==> src/rtl/gpio_axi_pkg.sv <==
// Shared types, response codes and register offsets for the GPIO AXI write slave.
// Helpers: window decode and byte-strobe merge.
package gpio_axi_pkg;

  typedef enum logic [1:0] {
    ST_IDLE = 2'd0,
    ST_DATA = 2'd1,
    ST_RESP = 2'd2
  } state_e;

  typedef enum logic [1:0] {
    SEL_DATA = 2'd0,
    SEL_DIRM = 2'd1,
    SEL_OEN  = 2'd2,
    SEL_NONE = 2'd3
  } reg_sel_e;

  localparam logic [1:0] RESP_OKAY   = 2'b00;
  localparam logic [1:0] RESP_SLVERR = 2'b10;
  localparam logic [1:0] RESP_DECERR = 2'b11;

  localparam logic [11:0] OFF_DATA = 12'h040;
  localparam logic [11:0] OFF_DIRM = 12'h204;
  localparam logic [11:0] OFF_OEN  = 12'h208;

  // base_page is the 4 KB page number of the register window (address bits 31:12).
  function automatic reg_sel_e decode_sel(input logic [31:0] addr, input logic [19:0] base_page);
    reg_sel_e sel;
    sel = SEL_NONE;
    if (addr[31:12] == base_page) begin
      case (addr[11:0])
        OFF_DATA: sel = SEL_DATA;
        OFF_DIRM: sel = SEL_DIRM;
        OFF_OEN:  sel = SEL_OEN;
        default:  sel = SEL_NONE;
      endcase
    end
    return sel;
  endfunction

  function automatic logic [31:0] strb_merge(input logic [31:0] old_val, input logic [31:0] wdata,
                                             input logic [3:0] wstrb);
    logic [31:0] res;
    res = old_val;
    for (int i = 0; i < 4; i++) begin
      if (wstrb[i]) res[8*i +: 8] = wdata[8*i +: 8];
    end
    return res;
  endfunction

endpackage

==> src/rtl/gpio_axi_regfile.sv <==
// DATA / DIRM / OEN registers with byte-strobe merge and parameterised reset values.
module gpio_axi_regfile
  import gpio_axi_pkg::*;
#(
  parameter logic [31:0] RST_DATA = 32'h0000_0000,
  parameter logic [31:0] RST_DIRM = 32'h0000_0000,
  parameter logic [31:0] RST_OEN  = 32'h0000_0000
) (
  input  logic        clk,
  input  logic        rst_n,
  input  logic        we,
  input  reg_sel_e    sel,
  input  logic [31:0] wdata,
  input  logic [3:0]  wstrb,
  output logic [31:0] data_o,
  output logic [31:0] dirm_o,
  output logic [31:0] oen_o
);
  logic [31:0] data_q, data_d;
  logic [31:0] dirm_q, dirm_d;
  logic [31:0] oen_q,  oen_d;

  always_comb begin
    data_d = data_q;
    dirm_d = dirm_q;
    oen_d  = oen_q;
    if (we) begin
      case (sel)
        SEL_DATA: data_d = strb_merge(data_q, wdata, wstrb);
        SEL_DIRM: dirm_d = strb_merge(dirm_q, wdata, wstrb);
        SEL_OEN:  oen_d  = strb_merge(oen_q,  wdata, wstrb);
        default:  ;
      endcase
    end
  end

  always_ff @(posedge clk or negedge rst_n) begin
    if (!rst_n) begin
      data_q <= RST_DATA;
      dirm_q <= RST_DIRM;
      oen_q  <= RST_OEN;
    end else begin
      data_q <= data_d;
      dirm_q <= dirm_d;
      oen_q  <= oen_d;
    end
  end

  assign data_o = data_q;
  assign dirm_o = dirm_q;
  assign oen_o  = oen_q;
endmodule

==> src/rtl/gpio_axi_wr_slave.sv <==
// Single-beat AXI4 write slave for the GPIO DATA/DIRM/OEN registers; all outputs registered.
// Optional macro GPIO_WR_STRICT_SIZE_EN: reject any awsize other than 4 bytes with SLVERR.
module gpio_axi_wr_slave
  import gpio_axi_pkg::*;
#(
  parameter int          ID_W      = 4,
  parameter logic [31:0] BASE_ADDR = 32'hE000A000,
  parameter logic [31:0] RST_DATA  = 32'h0000_0000,
  parameter logic [31:0] RST_DIRM  = 32'h0000_0000,
  parameter logic [31:0] RST_OEN   = 32'h0000_0000
) (
  input  logic            s00_axi_aclk,
  input  logic            s00_axi_aresetn,
  input  logic [ID_W-1:0] s00_axi_awid,
  input  logic [31:0]     s00_axi_awaddr,
  input  logic [7:0]      s00_axi_awlen,
  input  logic [2:0]      s00_axi_awsize,
  input  logic            s00_axi_awvalid,
  output logic            s00_axi_awready,
  input  logic [31:0]     s00_axi_wdata,
  input  logic [3:0]      s00_axi_wstrb,
  input  logic            s00_axi_wlast,
  input  logic            s00_axi_wvalid,
  output logic            s00_axi_wready,
  output logic [ID_W-1:0] s00_axi_bid,
  output logic [1:0]      s00_axi_bresp,
  output logic            s00_axi_bvalid,
  input  logic            s00_axi_bready,
  output logic [31:0]     gpio_data,
  output logic [31:0]     gpio_dirm,
  output logic [31:0]     gpio_oen
);
  state_e          state_q, state_d;
  logic            awready_q, awready_d;
  logic            wready_q, wready_d;
  logic            bvalid_q, bvalid_d;
  logic [1:0]      bresp_q, bresp_d;
  logic [ID_W-1:0] bid_q, bid_d;
  reg_sel_e        sel_q, sel_d;
  logic [7:0]      awlen_q, awlen_d;
  logic [7:0]      beat_q, beat_d;

  logic     aw_hs, w_hs, b_hs, size_bad, reg_we;
  logic [1:0] aw_code;
  reg_sel_e aw_sel;

`ifdef GPIO_WR_STRICT_SIZE_EN
  assign size_bad = (s00_axi_awsize != 3'b010);
`else
  logic unused_awsize;
  assign unused_awsize = ^s00_axi_awsize;
  assign size_bad      = 1'b0;
`endif

  assign aw_hs  = (state_q == ST_IDLE) && s00_axi_awvalid && awready_q;
  assign w_hs   = (state_q == ST_DATA) && s00_axi_wvalid && wready_q;
  assign b_hs   = (state_q == ST_RESP) && s00_axi_bready && bvalid_q;
  assign aw_sel = decode_sel(s00_axi_awaddr, BASE_ADDR[31:12]);

  // DECERR outranks SLVERR when both apply.
  always_comb begin
    if (aw_sel == SEL_NONE)                    aw_code = RESP_DECERR;
    else if (s00_axi_awlen != 8'd0 || size_bad) aw_code = RESP_SLVERR;
    else                                       aw_code = RESP_OKAY;
  end

  // Only a single-beat OKAY transfer whose first beat carries wlast commits.
  assign reg_we = w_hs && (beat_q == 8'd0) && s00_axi_wlast && (bresp_q == RESP_OKAY);

  always_comb begin
    state_d = state_q;
    bresp_d = bresp_q;
    bid_d   = bid_q;
    sel_d   = sel_q;
    awlen_d = awlen_q;
    beat_d  = beat_q;
    case (state_q)
      ST_IDLE: begin
        if (aw_hs) begin
          state_d = ST_DATA;
          bid_d   = s00_axi_awid;
          sel_d   = aw_sel;
          awlen_d = s00_axi_awlen;
          bresp_d = aw_code;
          beat_d  = 8'd0;
        end
      end
      ST_DATA: begin
        if (w_hs) begin
          beat_d = (beat_q == 8'hFF) ? 8'hFF : beat_q + 8'd1;
          if (beat_q == 8'd0 && !s00_axi_wlast && awlen_q == 8'd0 && bresp_q == RESP_OKAY)
            bresp_d = RESP_SLVERR;
          if (s00_axi_wlast) state_d = ST_RESP;
        end
      end
      ST_RESP: begin
        if (b_hs) state_d = ST_IDLE;
      end
      default: state_d = ST_IDLE;
    endcase
    awready_d = (state_d == ST_IDLE);
    wready_d  = (state_d == ST_DATA);
    bvalid_d  = (state_d == ST_RESP);
  end

  always_ff @(posedge s00_axi_aclk or negedge s00_axi_aresetn) begin
    if (!s00_axi_aresetn) begin
      state_q   <= ST_IDLE;
      awready_q <= 1'b0;
      wready_q  <= 1'b0;
      bvalid_q  <= 1'b0;
      bresp_q   <= RESP_OKAY;
      bid_q     <= '0;
      sel_q     <= SEL_NONE;
      awlen_q   <= 8'd0;
      beat_q    <= 8'd0;
    end else begin
      state_q   <= state_d;
      awready_q <= awready_d;
      wready_q  <= wready_d;
      bvalid_q  <= bvalid_d;
      bresp_q   <= bresp_d;
      bid_q     <= bid_d;
      sel_q     <= sel_d;
      awlen_q   <= awlen_d;
      beat_q    <= beat_d;
    end
  end

  gpio_axi_regfile #(
    .RST_DATA (RST_DATA),
    .RST_DIRM (RST_DIRM),
    .RST_OEN  (RST_OEN)
  ) u_regfile (
    .clk    (s00_axi_aclk),
    .rst_n  (s00_axi_aresetn),
    .we     (reg_we),
    .sel    (sel_q),
    .wdata  (s00_axi_wdata),
    .wstrb  (s00_axi_wstrb),
    .data_o (gpio_data),
    .dirm_o (gpio_dirm),
    .oen_o  (gpio_oen)
  );

  assign s00_axi_awready = awready_q;
  assign s00_axi_wready  = wready_q;
  assign s00_axi_bvalid  = bvalid_q;
  assign s00_axi_bresp   = bresp_q;
  assign s00_axi_bid     = bid_q;
endmodule

==> config.mk <==
export PLATFORM = sky130hd
export DESIGN_NAME = gpio_axi_wr_slave
export DESIGN_NICKNAME = d
export VERILOG_FILES = /design/src/rtl/gpio_axi_pkg.sv /design/src/rtl/gpio_axi_regfile.sv /design/src/rtl/gpio_axi_wr_slave.sv
export SDC_FILE = /design/constraint.sdc
export NUM_CORES = 1
export LEC_CHECK = 0
export ABC_CLOCK_PERIOD_IN_PS = 2400
export BUFFER_PORTS_ARGS = -buffer_cell sky130_fd_sc_hd__buf_4
export CORE_MARGIN = 2
export CORE_UTILIZATION = 49
export DETAILED_ROUTE_END_ITERATION = 10
export PLACE_DENSITY = 0.83
export SYNTH_ARGS = -nofsm -noshare
export SYNTH_HDL_FRONTEND = slang
export SYNTH_SLANG_ARGS = --single-unit
==> constraint.sdc <==
create_clock -name s00_axi_aclk -period 2.4 [get_ports s00_axi_aclk]
set_input_delay 0.12 -clock s00_axi_aclk [delete_from_list [all_inputs] [get_ports s00_axi_aclk]]
set_output_delay 0.12 -clock s00_axi_aclk [all_outputs]
set_load 0.1 [all_outputs]
==> Yosys cells after proc, flatten, opt, wreduce, memory -nomap -nowiden <==
Index checks and enable logic that the tools add are counted.
W data, S select, Z words.
{ "classes": {"addsub": 1, "multipliers": 0, "div": 0, "n_lt_le_gt_ge": 0, "eq_ne": 15, "n_shift": 0, "n_mux": 17, "bitwise": 0, "n_reduce_logical": 36} }
{ "op_table": {"columns": ["cell", "count"], "rows": [
  ["$reduce_and A3 Y1", 13],
  ["$eq A12 B10 Y1 const B", 2],
  ["$mux W8", 3],
  ["$eq A20 B20 Y1 const B", 1],
  ["$mux W2", 10],
  ["$logic_not A8 Y1", 2],
  ["$pmux W8 S2", 1],
  ["$eq A12 B7 Y1 const B", 1],
  ["$logic_and A1 B1 Y1", 12],
  ["$pmux W2 S3", 2],
  ["$add A8 B1 Y8 const B", 1],
  ["$eq A2 B2 Y1 const B", 4],
  ["$eq A8 B8 Y1 const B", 1],
  ["$logic_not A2 Y1", 4],
  ["$reduce_bool A8 Y1", 1],
  ["$eq A2 B1 Y1 const B", 3],
  ["$ne A2 B2 Y1 const B", 2],
  ["$pmux W2 S2", 1],
  ["$reduce_and A4 Y1", 1],
  ["$ne A2 B1 Y1 const B", 1],
  ["$reduce_and A2 Y1", 1],
  ["$reduce_bool A2 Y1", 1],
  ["$logic_not A1 Y1", 1]
]} }
{ "word_totals": {"ff_bits": 125, "latchBits": 0, "mem_bits_rw": 0, "mem_bits_ro": 0, "in_bits": 89, "output_inout_bits": 105, "elab_cells": 90, "mem_count": 0} }

==> Longest topological paths before layout <==
{ "logic_depth": {"depth_word": 7, "mapped_depth": 8, "depth_no_buf": 6} }

==> Cells and area by module <==
Synthesis repeated with hierarchy kept, for this count alone.
{ "unflattened": {"cells_unflattened": 375, "area_unflattened_um2": 5236.3} }
{ "by_module_without_submodules": {"columns": ["module", "n_inst", "cells_per_inst", "area_per_inst_um2", "seq_area_each_um2"], "rows": [
  ["gpio_axi_regfile", 1, 211, 3771.1, 2402.3],
  ["gpio_axi_wr_slave", 1, 164, 1465.2, 728.2]
]} }

==> Least setup slack after synthesis <==
No wires, ideal clock.
{ "synth_timing": {"kind": "reg2reg", "startpoint": "reg wready_q (netlist: s00_axi_wready)", "endpoint": "reg u_regfile.data_q[14] (netlist: u_regfile.data_o[14])", "setup_ps": 125, "t_arrival_ps": 2240, "required_time_ps": 2275, "slack_ps": 34, "path_stages_with_launch": 8, "path_buffers": 3, "period_less_slack_ps": 2366, "cell_sequence": "dfrtp_1 -> and4b_1 -> buf_4 -> and2_4 -> buf_12 -> buf_12 -> nand4_4 -> mux2_4"} }
{ "synth_via": {"elab_chain_len": 5} }
{ "synth_lines": {"columns": ["element", "line_no", "source"], "rows": [
  ["start: declaration", "gpio_axi_wr_slave.sv:35", "logic wready_q, wready_d;"],
  ["start signal: assignment", "gpio_axi_wr_slave.sv:120", "wready_q <= wready_d;"],
  ["$logic_and A1 B1 Y1", "gpio_axi_wr_slave.sv:56", "assign w_hs = (state_q == ST_DATA) && s00_axi_wvalid && wready_q;"],
  ["$logic_and A1 B1 Y1 (3 in a row)", "gpio_axi_wr_slave.sv:68", "assign reg_we = w_hs && (beat_q == 8'd0) && s00_axi_wlast && (bresp_q == RESP_OKAY);"],
  ["$reduce_and A3 Y1 (no source line)", null, null],
  ["end signal: assignment", "gpio_axi_regfile.sv:43", "data_q <= data_d;"],
  ["end: declaration", "gpio_axi_regfile.sv:19", "logic [31:0] data_q, data_d;"]
]} }
Every way passes these cells.
A chain may end at the register's enable or synchronous reset.

==> Final worst setup path <==
{ "layout_timing": {"startpoint": "reg state_q[1]", "endpoint": "reg u_regfile.dirm_q[10] (netlist: u_regfile.dirm_o[10])"} }
{ "layout_via": {"elab_chain_len": 7} }
{ "layout_lines": {"columns": ["element", "line_no", "source"], "rows": [
  ["start: declaration", "gpio_axi_wr_slave.sv:33", "state_e state_q, state_d;"],
  ["start signal: assignment", "gpio_axi_wr_slave.sv:118", "state_q <= state_d;"],
  ["$eq A2 B1 Y1", "gpio_axi_wr_slave.sv:56", null],
  ["$logic_and A1 B1 Y1 (2 in a row)", "gpio_axi_wr_slave.sv:56", null],
  ["$logic_and A1 B1 Y1 (3 in a row)", "gpio_axi_wr_slave.sv:68", null],
  ["$reduce_and A3 Y1 (no source line)", null, null],
  ["end signal: assignment", "gpio_axi_regfile.sv:44", "dirm_q <= dirm_d;"],
  ["end: declaration", "gpio_axi_regfile.sv:20", "logic [31:0] dirm_q, dirm_d;"]
]} }
Every way passes these cells.

==> out/metrics.cfg <==
[place]
gp_congestion = 0.792
dp.final_hpwl_um = 9200
place_ws_ns = 0.223
io_buffers = 190

[sta]
setup_tns_ns = 0
fin_ws_ns = 0.169
timing.final.crit_share_pct = 92.9
worst_hold_slack_ns = 0.0578
fmax_mhz = 448
fin_worst_skew_ns = 0.00951
finalSetupViolations = 0
grt_setup_unrepaired = no
worst_slew_pin_slew_ns = 0.796
finalHoldViolCount = 0
maxSlewViolCount = 0
slew-limit-headroom_pct = 46.7
fin_crit_ns = 2.23

[detailed_routing]
drc = 0
dr.pass1.iters = 4
vias = 4074
wl_per_cell_um = 17.5
viasPerCell = 5.26
dr.first_iter.drc_count = 171
drt_wl_total_um = 13600
ant_nets = 0

[setup_path]
path_buf_inv = 0
arrival_ns = 2.63
cp.required_ns = 2.80
path_class = register to register
crit_family = simple AND/OR/NAND/NOR gates
r2r_slack_ns = 0.17
end_kind = register
path_cells = and4b_1 -> and2_4 -> nand4_2 -> mux2_2
critPathSlowestCell = and4b_1
start_kind = register
worst_path_largest_cell_delay_ns = 0.45
cp_max_fo = 16

[global_route]
grt_pass1_wl_um = 21400
met3_usage_pct = 6.66
busiest_layer = met2
use_met2_pct = 42.1
grt_pass1_vias = 4280
gr-total-overflow = 0
grt_util_all_layers_pct = 24.2
gr-usage-met1_pct = 28.5
grt_antenna_before_repair = 0
grt_max_degree = 51

[clock_tree]
clk_pin_slew_ns = 0.06
cts_tree = built
h-tree-depth = 4
clkSinkCount = 125
clockBufferDepth = 2
insertion_delay_ns = 0.52
cts_root_buffer = clkbuf_8
cts_made_buffers = 17

[final_layout]
fin_util_pct = 76.7
drive_above_1_share_pct = 52.3
nFillCells = 632
syn2layout_area_growth_pct = 51.0
layout.nets = 718
num_antenna_cells = 0

[die]
dieArea_mm2 = 0.0116
die_x_um = 108
coreArea_mm2 = 0.0104
rows = 37
die_y_um = 108
ios = 194
initial_core_util_pct = 50.8

[min_path]
min_path_type = input port to register

[status]
status = complete, no violations

[power]
power_leakage_nw = 4.25
ir_worst_vdd_mv = 0.642
powerDensity_mw_per_mm2 = 800

[yosys]
ys_ff_latch = 125
syn_area_per_cell_um2 = 14.1
syn-num-nets = 465
synth.cell_area_mm2 = 0.00527
synth_warnings = 0
syn_inst = 374
synth.distinct_cells = 38
synth_seq_area_share_pct = 59.4

[flow_run]
drv_cap = 0

area by class of cell:
cell class              instances  area (µm²)  area share [%]
flip-flops and latches        125        3130            39.4
multi-input cells             232        2020            25.3
repair buffers                244        1980            24.9
clock buffers                  22         473            5.95
well taps                     136         170            2.14
clock inverters                 9         158            1.98
inverters                       7        26.3           0.330
where the power goes:
group          switching, mW  total (mW)  internal (mW)
Sequential             0.127        2.41           2.28
Combinational          0.863        1.26          0.392
Clock                  0.902        2.70           1.79
Total                   1.89        6.36           4.47
cell usage in the layout (no fill, tap or decap), types with 6 or more instances in the layout:
cell / count
buf_4: 193
dfrtp_1: 123
mux2_2: 89
nor4_1: 8
dlygate4sd3_1: 49
inv_1: 7
nand4_4: 9
nand3_1: 6
nor2_1: 13
nand2_1: 41
clkbuf_16: 16
a31oi_1: 6
nor3_1: 7
routing by layer:
layer,share of wire [%],vias to the layer above,wire length (µm)
li1,-,1872,-
met1,40,2022,5410
met2,53,163,7220
met3,5.6,17,758
met4,1.5,0,201
met5,0,-,0
Yosys cell counts:
cell,number,area share [%]
o21ai_0,3,0.29
dfstp_2,2,1.0
o22ai_1,1,0.12
nor2b_1,3,0.36
dfrtp_1,123,58
nor3_1,7,0.67
mux2_1,4,0.86
o21a_1,1,0.14
or4_1,2,0.29
nand4_1,2,0.24
a22oi_1,1,0.14
and4b_1,2,0.38
and4_1,2,0.33
a41o_1,1,0.19
buf_4,2,0.29
nand2b_1,1,0.12
ha_1,2,0.48
mux2_2,89,19
and3_1,1,0.12
a31oi_1,6,0.71
mux2_4,3,0.86
and2_4,1,0.17
nand4b_1,1,0.17
inv_1,7,0.50
nand4_2,3,0.71
nor4bb_1,3,0.57
a21oi_1,5,0.48
mux2i_1,3,0.57
nor3b_1,1,0.14
nor4_1,8,0.95
nand4_4,9,3.6
nand3_1,6,0.57
nand2_1,41,2.9
nor4b_1,5,0.83
nor2_1,13,0.93
clkbuf_1,5,0.36
a31o_2,2,0.33
buf_12,3,1.1
what timing repair did:
action / 4_1_cts / 5_1_grt
endpoints found under the hold margin: 157 / 0
endpoints found under the setup margin: 0 / 0
hold buffers: 49 / 0
buffers inserted: 0 / 0
resized for setup: 0 / 0
worst paths after layout:
path | from | cells past startpoint | end
min | s00_axi_awaddr[11] | 5 | s00_axi_bresp[1]$_DFFE_PN0P_
max | state_q[1]$_DFF_PN0_ | 4 | u_regfile.dirm_o[10]$_DFFE_PN0P_
max in group asynchronous | s00_axi_aresetn | 3 | u_regfile.data_o[21]$_DFFE_PN0P_
max reg2reg | state_q[1]$_DFF_PN0_ | 4 | u_regfile.dirm_o[10]$_DFFE_PN0P_
min in group asynchronous | s00_axi_aresetn | 2 | u_regfile.data_o[9]$_DFFE_PN0P_
min reg2reg | awlen_q[1]$_DFFE_PN0P_ | 2 | awlen_q[1]$_DFFE_PN0P_
worst min-delay path: stages:
cell,delay (ns)
buf_4,0.08
nor4_1,0.03
nand3_1,0.11
nor4_1,0.07
mux2i_1,0.12
cells by family (layout without fill, tap and decap cells):
logic type | count (synthesis) | after routing | synth area share [%]
flip-flops | 125 | 125 | 59.4
AND/OR/NAND/NOR | 111 | 111 | 14.1
multiplexers | 99 | 99 | 21.3
AO/OA/AOI/OAI | 20 | 20 | 2.40
buffers and inverters | 17 | 282 | 2.28
adder cells (fa/ha/maj) | 2 | 2 | 0.475
registers in the layout, summed over array words and instances (netlist names):
name              flops
s00_axi_bid           4
u_regfile.dirm_o     32
u_regfile.data_o     32
beat_q                8
s00_axi_awready       1
s00_axi_wready        1
sel_q                 2
s00_axi_bvalid        1
u_regfile.oen_o      32
awlen_q               8
s00_axi_bresp         2
state_q               2
metrics by stage:
step / total power [mW] / cells / instance area [µm²]
detailed placement: 3.64 / 695 / 6830
finish: 6.36 / 775 / 7950
global placement: 3.59 / 695 / 6830
CTS: 6.42 / 775 / 7950
floorplan: 3.25 / 374 / 5270
global route: 6.62 / 775 / 7950
Note: power is estimated with default switching activity, not from simulation.
